### config.mk
export PLATFORM = sky130hd
export DESIGN_NAME = credit_sender_logic
export DESIGN_NICKNAME = d
export VERILOG_FILES = /design/src/rtl/credit_sender_logic.sv
export SDC_FILE = /design/constraint.sdc
export NUM_CORES = 1
export LEC_CHECK = 0
export CAP_MARGIN = 30
export CORE_MARGIN = 5
export CORE_UTILIZATION = 42
export DETAILED_ROUTE_END_ITERATION = 10
export PLACE_DENSITY = 0.78
export SYNTH_ARGS = -nofsm -noshare
export SYNTH_HDL_FRONTEND = slang
export SYNTH_SLANG_ARGS = --single-unit
### constraint.sdc
create_clock -name clock -period 3.1 [get_ports clock]
set_clock_uncertainty 0.05 [all_clocks]
set_input_delay 0.93 -clock clock [delete_from_list [all_inputs] [get_ports clock]]
set_output_delay 0.93 -clock clock [all_outputs]
set_load 0.02 [all_outputs]
### src/rtl/credit_sender_logic.sv
`default_nettype none
// ============================================================================
// Module      : credit_sender_logic
// Description : Producer side of a credit-based latency-insensitive link.
//               Issues registered writes to a remote FIFO while credits
//               remain and recovers credits from a delayed return pulse.
// Revision    : 1.0 - initial release
// ============================================================================
module credit_sender_logic #(
    parameter int DATA_WIDTH     = 16,
    parameter int FIFO_DEPTH     = 8,
    parameter int CREDIT_LATENCY = 1,
    parameter int COUNT_WIDTH    = $clog2(FIFO_DEPTH + 1)
) (
    input  logic                   clock,
    input  logic                   reset,
    input  logic [DATA_WIDTH-1:0]  i_data,
    input  logic                   i_valid,
    output logic                   o_ready,
    output logic [DATA_WIDTH-1:0]  o_data,
    output logic                   o_write_request,
    input  logic                   i_increment_count,
    output logic [COUNT_WIDTH-1:0] o_credit_count,
    output logic                   o_overflow
);

    localparam logic [COUNT_WIDTH-1:0] c_full_count = COUNT_WIDTH'(FIFO_DEPTH);
    localparam logic [COUNT_WIDTH-1:0] c_one        = COUNT_WIDTH'(1);

    logic [COUNT_WIDTH-1:0] r_count;
    logic [DATA_WIDTH-1:0]  r_data;
    logic                   r_write_request;
    logic                   r_overflow;
    logic                   w_send;
    logic                   w_ret;

    // Ready depends only on the counter register, never on i_valid.
    assign o_ready        = (r_count != '0);
    assign w_send         = i_valid && o_ready;
    assign o_data         = r_data;
    assign o_write_request = r_write_request;
    assign o_credit_count = r_count;
    assign o_overflow     = r_overflow;

    generate
        if (CREDIT_LATENCY == 0) begin : g_ret_direct
            assign w_ret = i_increment_count;
        end else begin : g_ret_pipe
            logic [CREDIT_LATENCY-1:0] r_ret_pipe;

            // Reset clears the pipe so in-flight returns are discarded.
            always_ff @(posedge clock or negedge reset) begin
                if (!reset) begin
                    r_ret_pipe <= '0;
                end else begin
                    r_ret_pipe[0] <= i_increment_count;
                    for (int i = 1; i < CREDIT_LATENCY; i++) begin
                        r_ret_pipe[i] <= r_ret_pipe[i-1];
                    end
                end
            end

            assign w_ret = r_ret_pipe[CREDIT_LATENCY-1];
        end
    endgenerate

    always_ff @(posedge clock or negedge reset) begin
        if (!reset) begin
            r_data          <= '0;
            r_write_request <= 1'b0;
        end else begin
            r_write_request <= w_send;
            if (w_send) begin
                r_data <= i_data;
            end
        end
    end

    always_ff @(posedge clock or negedge reset) begin
        if (!reset) begin
            r_count    <= c_full_count;
            r_overflow <= 1'b0;
        end else begin
            if (w_send && !w_ret) begin
                r_count <= r_count - c_one;
            end else if (!w_send && w_ret) begin
                // A return at full means the consumer over-returned credits.
                if (r_count == c_full_count) begin
                    r_overflow <= 1'b1;
                end else begin
                    r_count <= r_count + c_one;
                end
            end
        end
    end

endmodule
`default_nettype wire

## Word level (Yosys, flattened, before mapping)

Cells that the tools add are included.

| storage, ports and cells | value |
|---|---|
| input bits | 20 |
| word-level logic and storage cells | 22 |
| bits in registers | 23 |

| cells by class | value |
|---|---|
| equal/unequal tests | 2 |
| add/sub/neg operators | 2 |
| reduce and logical (&&, ||, !) cells | 9 |
| bitwise operators | 1 |
| mux-type cells | 3 |

Operators by type and width:

| kind | number |
|---|---|
| $mux W4 | 3 |
| $add A4 B1 Y4 const B | 1 |
| $eq A4 B4 Y1 const B | 1 |
| $reduce_bool A4 Y1 | 1 |
| $sub A4 B1 Y4 const B | 1 |
| $logic_and A1 B1 Y1 | 3 |
| $reduce_and A3 Y1 | 1 |
| $logic_not A1 Y1 | 2 |
| $ne A2 B2 Y1 const B | 1 |
| $reduce_and A2 Y1 | 1 |
| $reduce_bool A2 Y1 | 1 |
| $not A1 Y1 | 1 |

## Longest topological paths before layout

Gate-level depths: netlist of the first run.

| depth | value |
|---|---|
| depth in word-level cells | 6 |
| mapped depth | 11 |
| depth with buffers taken out | 10 |

## Worst setup path before layout of the first run

Ideal clock, no wire load.

| timing | value |
|---|---|
| path kind | register to register |
| from | register r_count[1] (netlist: o_credit_count[1]) |
| to | register r_count[3] (netlist: o_credit_count[3]) |
| path buffers | 1 |
| stages on the path, launching flop included | 12 |
| setup time | 0.098 ns |
| arrival time | 2.382 ns |
| path slack | 0.570 ns |
| required time | 2.952 ns |
| cell sequence | dfrtp_1 > nor3_4 > nand2_4 > nand2_8 > buf_12 > inv_1 > ha_1 > ha_1 > a21o_1 > a21oi_2 > mux2i_1 > a221oi_1 |

| between the ends | value |
|---|---|
| cells in the longest elaborated chain, start to end | 6 |
| elaborated cells on any way between the ends | 14 |

RTL lines:

| item | RTL line | RTL |
|---|---|---|
| start, declared | 30 | `logic [COUNT_WIDTH-1:0] r_count;` |
| start signal, assigned | 81 | `r_count <= c_full_count;` |
| start signal, assigned | 85 | `r_count <= r_count - c_one;` |
| start signal, assigned | 91 | `r_count <= r_count + c_one;` |
| $reduce_bool A4 Y1 (*) | 38 | `assign o_ready = (r_count != '0);` |
| named net o_ready | 19 | `output logic o_ready,` |
| $logic_and A1 B1 Y1 (*) | 39 | `assign w_send = i_valid && o_ready;` |
| named net w_send | 34 | `logic w_send;` |
| $logic_not A1 Y1 | 86 | `end else if (!w_send && w_ret) begin` |
| $logic_and A1 B1 Y1 | 86 |  |
| $reduce_bool A2 Y1 (no line) | n/a |  |
| $reduce_and A2 Y1 (no line) | n/a |  |

The timed path passes the listed nets; every way through them passes the cells marked *. The select of a mux whose other input is x is not followed.
A chain may end at the register's enable or synchronous reset.

## Worst setup path after layout of the first run

| timing | value |
|---|---|
| from | register r_count[0] (netlist: o_credit_count[0]) |
| to | output o_ready |

| between the ends | value |
|---|---|
| cells in the longest elaborated chain, start to end | 1 |

RTL lines:

| item | RTL line |
|---|---|
| $reduce_bool A4 Y1 | 38 |
| end, declared | 19 |

No other way between the ends.

==> out/qor.csv, run 1 <==
metric;value;unit
status;finished clean;
Final min period;2.740;ns
Mean Syn Cell Area;15.16;sq um
Total GRT Usage;13.59;%
clock buffer depth;2;
dominant cells by area after synthesis;dfrtp_1 (52%), mux2_4 (11%), mux2_1 (6.4%);
row cnt;18;
transition time of the tightest slew-check pin;0.2923;ns
dpl cells;143;
VDD IR max;0.6325;mV
final setup violating endpoints;0;
max frequency;364.9;MHz
Hold Fails Final Rpt;0;
CP Class;reg -> out;
routability-driven placement congestion ratio;0.6859;
routed length per placed instance;15.47;um
WL met3;185;um
Routed WL;2274;um
drt first pass iters;4;
Final ANT Viol Nets;0;
r2r endpoint;o_credit_count[3]$_DFFE_PN1P_;
Hold Path Sink;o_overflow$_DFFE_PN0P_;
Final TNS setup;0;ns
Mapped Cells;70;
max_cap viols;0;
sequential area share after synthesis;54.36;%
first-pass GRT wire length;3691;um
worst relative slew slack;80.51;%
post-cts resize count;0;
worst skew pair latency;0.30;ns
RSZ-0062 raised after global routing;no;
final non-filler cell total;147;
NumNets Final;143;
ant diodes;0;
Final Cycle Share;88.40;%
share of layout cells above drive strength 1;19.66;%
Reg2Reg Setup Slack;0.65;ns
routed vias;693;
IO Pins;43;
total power;0.001380;W
YS warnings;0;
hold_buf cts;0;
Yosys reg bits;23;
fin. max-slew vios;0;
Mapped Area;1061;sq um
initial antenna violation count;0;
# DRC;0;
die area;3631;sq um
Worst setup SP type;flip-flop;
die height;60.26;um
GRT Residual Overflow;0;
clock root cell;clkbuf_4;
CP Capture Type;output pin;
r2r worst-path depth;10;
via/cell ratio;4.714;
post-DP HPWL;1841;um
CTS tree;yes;
Critical R2R Launch;o_credit_count[0]$_DFFE_PN0P_;
largest net degree at the start of global routing;24;
die extent in x;60.26;um
IO Port Bufs;42;
Post-CTS Setup Repair Bufs;0;
Worst Path Arrival;1.76;ns
Mapped Nets;95;
leak pwr;0.6908;nW
Core Area;2455;sq um
DR WL met2;1140;um
CP Max Fanout;5;
synth unique cells;22;
Synth top area share;51.89;%
wl on met1;949;um
PD cells;893.6;nW/um^2
CTS sink cnt;23;
Initial DRC Count;12;
commonest non-fill, non-tap cell in the layout;clkdlybuf4s50_1;
largest area contributor in the netlist;dfrtp_1;
H-tree level count;1;
vias in the first global route;750;
Min-Delay Startpoint;o_overflow$_DFFE_PN0P_;
required time of the critical path;2.12;ns
fin util;62.90;%
Starting Density;43.22;%
number of CTS-inserted buffers;3;
max layer used;met3;
Clk pin slew, worst setup/hold paths;0.13;ns
commonest non-fill, non-tap cells in the layout;clkdlybuf4s50_1 (42), dfrtp_1 (22), mux2_4 (8), inv_1 (6), mux2_1 (6);
hold path cells;1;
worst min path class;reg -> reg;
Layout area overhead;45.52;%
power by group:
| part | internal, W | switching [W] | total (W) |
|---|---|---|---|
| combinational | 0.000390 | 0.000354 | 0.000743 |
| clock | 0.0000490 | 0.0000870 | 0.000136 |
| sequential | 0.000413 | 0.0000872 | 0.000500 |
| total | 0.000852 | 0.000528 | 0.00138 |
registers in the layout (all words and copies together) (netlist names):
name                   count
o_overflow                 1
o_credit_count             4
o_write_request            1
o_data                    16
g_ret_pipe.r_ret_pipe      1
final cells by class:
class | count | area, sq um
clock inverter | 1 | 7.507
sequential | 23 | 576.8
tap | 30 | 37.54
timing repair buffer | 44 | 435.4
fill | 195 | 910.9
multi-input combinational | 40 | 441.7
inverter | 6 | 22.52
clock buffer | 3 | 22.52
through the flow:
step	instance area [sq um]	hold slack (ns)	worst slack [ns]
after detailed placement	1514	0.4048	0.07697
final	1544	0.4288	0.3596
after CTS	1544	0.4359	0.3434
after floorplan	1061	0.5409	0.5698
after global routing	1544	0.4567	0.2602
after global placement	1514	0.4052	0.1705
synthesized netlist by cell type, drive strengths merged:
library cell,instances
xnor2,1
xor2,1
a221oi,1
fa,1
a21oi,1
mux2,16
nand2,5
buf,1
dfstp,1
ha,4
inv,6
mux2i,2
dfrtp,22
nor3,1
a21o,1
a31o,2
o21ai,2
or3,2
per-layer routing:
layer	global-route usage [%]	vias to the layer above
li1	-	334
met1	18.28	336
met2	23.46	23
met3	3.456	0
met4	0	0
met5	0	-
worst max-delay path, stage by stage, from the launching register on:
cell	delay, ns
dfrtp_1	0.49
nor3_4	0.31
nand2_4	0.11
clkdlybuf4s50_1	0.55
worst max-delay path by stage:
| stage | startpoint | endpoint | slack, ns | cells after the start |
|---|---|---|---|---|
| after floorplan | o_credit_count[1]$_DFFE_PN0P_ | o_credit_count[3]$_DFFE_PN1P_ | 0.57 | 11 |
| after global placement | i_valid | o_credit_count[3]$_DFFE_PN1P_ | 0.17 | 9 |
| after detailed placement | i_valid | o_credit_count[3]$_DFFE_PN1P_ | 0.08 | 9 |
| after CTS | o_credit_count[0]$_DFFE_PN0P_ | o_ready | 0.34 | 3 |
| after global routing | o_credit_count[0]$_DFFE_PN0P_ | o_ready | 0.26 | 3 |
| final | o_credit_count[0]$_DFFE_PN0P_ | o_ready | 0.36 | 3 |
logic make-up after synthesis:
logic type | Yosys count | share of synthesized area (%)
buf+inv | 7 | 4.009
fa+ha+maj | 5 | 6.604
simple gates | 8 | 6.722
flops | 23 | 54.36
compound gates | 7 | 4.954
mux | 18 | 21.70
xor+xnor | 2 | 1.651
No activity file was read; power rests on OpenSTA's default activity.
==> inputs of run 2 (changes only) <==
==> constraint.sdc (replaced) <==
create_clock -name clock -period 3.1 [get_ports clock]
set_clock_uncertainty 0.05 [all_clocks]
set_input_delay 0.31 -clock clock [delete_from_list [all_inputs] [get_ports clock]]
set_output_delay 0.31 -clock clock [all_outputs]
set_load 0.02 [all_outputs]
==> out/qor.csv, run 2 (synthesis results as in run 1) <==
metric;value;unit;change
status;finished clean;;
worst stage delay on the critical path;0.49;ns;-0.06 ns
fin util;63.25;%;+0.36 points
Starting Density;43.22;%;unchanged
CTS sink cnt;23;;unchanged
clock root cell;clkbuf_4;;
max_cap viols;0;;unchanged
via/cell ratio;4.945;;+4.9%
die extent in x;60.26;um;unchanged
routed vias;722;;+4.2%
VDD IR max;0.6021;mV;-4.8%
IO Port Bufs;42;;unchanged
worst relative slew slack;82.81;%;+2.3 points
wl on met1;905;um;-4.6%
Final min period;2.549;ns;-0.1913 ns
cell mode on critical path;ha_1;;
vias in the first global route;763;;+1.7%
routed length per placed instance;14.99;um;-3.1%
row cnt;18;;unchanged
CP Max Fanout;18;;+13
crit-path cells;nor3_4, nand2_4, nand2_8, inv_1, ha_1, ha_1, a21o_1, a21oi_2, mux2i_1, a221oi_1;;
NumNets Final;142;;-0.70%
Layout area overhead;46.34;%;
final setup violating endpoints;0;;unchanged
routability-driven placement congestion ratio;0.7570;;+10%
commonest non-fill, non-tap cell in the layout;clkdlybuf4s50_1;;
final non-filler cell total;146;;-0.68%
hold_ws;0.1631;ns;-0.2657 ns
CP Capture Type;flip-flop;;
Hold Fails Final Rpt;0;;unchanged
largest net degree at the start of global routing;22;;-8.3%
total power;0.001376;W;-0.25%
worst skew pair latency;0.30;ns;about the same
max layer used;met4;;
number of CTS-inserted buffers;3;;unchanged
Worst Path Arrival;2.71;ns;+0.95 ns
commonest non-fill, non-tap cells in the layout;clkdlybuf4s50_1 (42), dfrtp_1 (22), mux2_4 (8), inv_1 (6), mux2_1 (6);;
slowest cell on the critical path;dfrtp_1;;
r2r worst-path depth;10;;unchanged
RSZ-0062 raised after global routing;no;;
ant diodes;0;;unchanged
die height;60.26;um;unchanged
post-cts resize count;0;;unchanged
first-pass GRT wire length;3519;um;-4.7%
WL met3;214;um;+16%
Post-CTS Setup Repair Bufs;0;;unchanged
# DRC;0;;unchanged
initial antenna violation count;0;;unchanged
required time of the critical path;3.27;ns;+1.15 ns
Routed WL;2188;um;-3.8%
leak pwr;0.6950;nW;+0.61%
Clk pin slew, worst setup/hold paths;0.12;ns;about the same
max reg flops;16;;unchanged
CP Buf/Inv Count;1;;unchanged
clock buffer depth;2;;unchanged
PD cells;886.4;nW/um^2;-0.81%
transition time of the tightest slew-check pin;0.2570;ns;-0.03528 ns
Core Area;2455;sq um;unchanged
IO Pins;43;;unchanged
DR WL met2;1061;um;-6.9%
Final Cycle Share;82.23;%;-6.2 points
post-DP HPWL;1727;um;-6.2%
multi-input gate area in the final layout;441.7;sq um;unchanged
share of layout cells above drive strength 1;18.10;%;-1.6 points
die area;3631;sq um;unchanged
CP Class;reg -> reg;;
Worst setup SP type;flip-flop;;
worst min path class;in -> async;;
dpl cells;142;;-0.70%
Initial DRC Count;12;;unchanged
Fillers;191;;-2.1%
Final TNS setup;0;ns;unchanged
Final ANT Viol Nets;0;;unchanged
max frequency;392.3;MHz;+7.5%
fin. max-slew vios;0;;unchanged
CP top delay family;compound AO/OA/AOI/OAI gates;;
H-tree level count;1;;unchanged
register area;576.8;sq um;unchanged
Total GRT Usage;13.29;%;-0.30 points
hold_buf cts;0;;unchanged
WP depth;10;;+7
CTS tree;yes;;
GRT Residual Overflow;0;;unchanged
drt first pass iters;4;;unchanged
run 2: cell types whose count changed in the layout (fill, tap and decap cells not counted), sizes merged:
cell and change:
buf -1, clkbuf +1, clkinvlp -1
run 2: routing by layer:
| metal | global-route usage (%) | vias up |
|---|---|---|
| li1 | - | 334 |
| met1 | 16.40 | 359 |
| met2 | 22.07 | 27 |
| met3 | 5.400 | 2 |
| met4 | 2.215 | 0 |
| met5 | 0 | - |
run 2: worst paths after layout:
check                                               from                         endpoint  slack [ns]
max                        o_credit_count[0]$_DFFE_PN0P_    o_credit_count[3]$_DFFE_PN1P_        0.55
min in group clock                     i_increment_count  g_ret_pipe.r_ret_pipe$_DFF_PN0_        0.38
max in group asynchronous                          reset    o_credit_count[3]$_DFFE_PN1P_        2.39
max reg2reg                o_credit_count[0]$_DFFE_PN0P_    o_credit_count[3]$_DFFE_PN1P_        0.55
min reg2reg                       o_overflow$_DFFE_PN0P_           o_overflow$_DFFE_PN0P_        0.44
min                                                reset            o_data[6]$_DFFE_PN0P_        0.16
run 2: stage by stage:
| stage | area [sq um] | worst slack [ns] |
|---|---|---|
| 2_1_floorplan | 1061 | 0.5698 |
| 3_3_place_gp | 1499 | 0.6307 |
| 3_5_place_dp | 1526 | 0.5826 |
| 4_1_cts | 1553 | 0.5422 |
| 5_1_grt | 1553 | 0.3143 |
| 6_report | 1553 | 0.5509 |
run 2: power breakdown:
group,switching (W),total (W),internal (W),leakage [nW]
Combinational,0.000354,0.000743,0.000389,0.411
Sequential,0.0000863,0.000499,0.000413,0.269
Clock,0.0000837,0.000134,0.0000502,0.0150
Total,0.000524,0.00138,0.000852,0.695
run 2: area by class of cell:
cell class,instances,share of cell area (%)
repair buffers,43,28.85
multi-input cells,40,28.44
clock buffers,4,1.692
well taps,30,2.417
inverters,6,1.450
flip-flops and latches,23,37.15
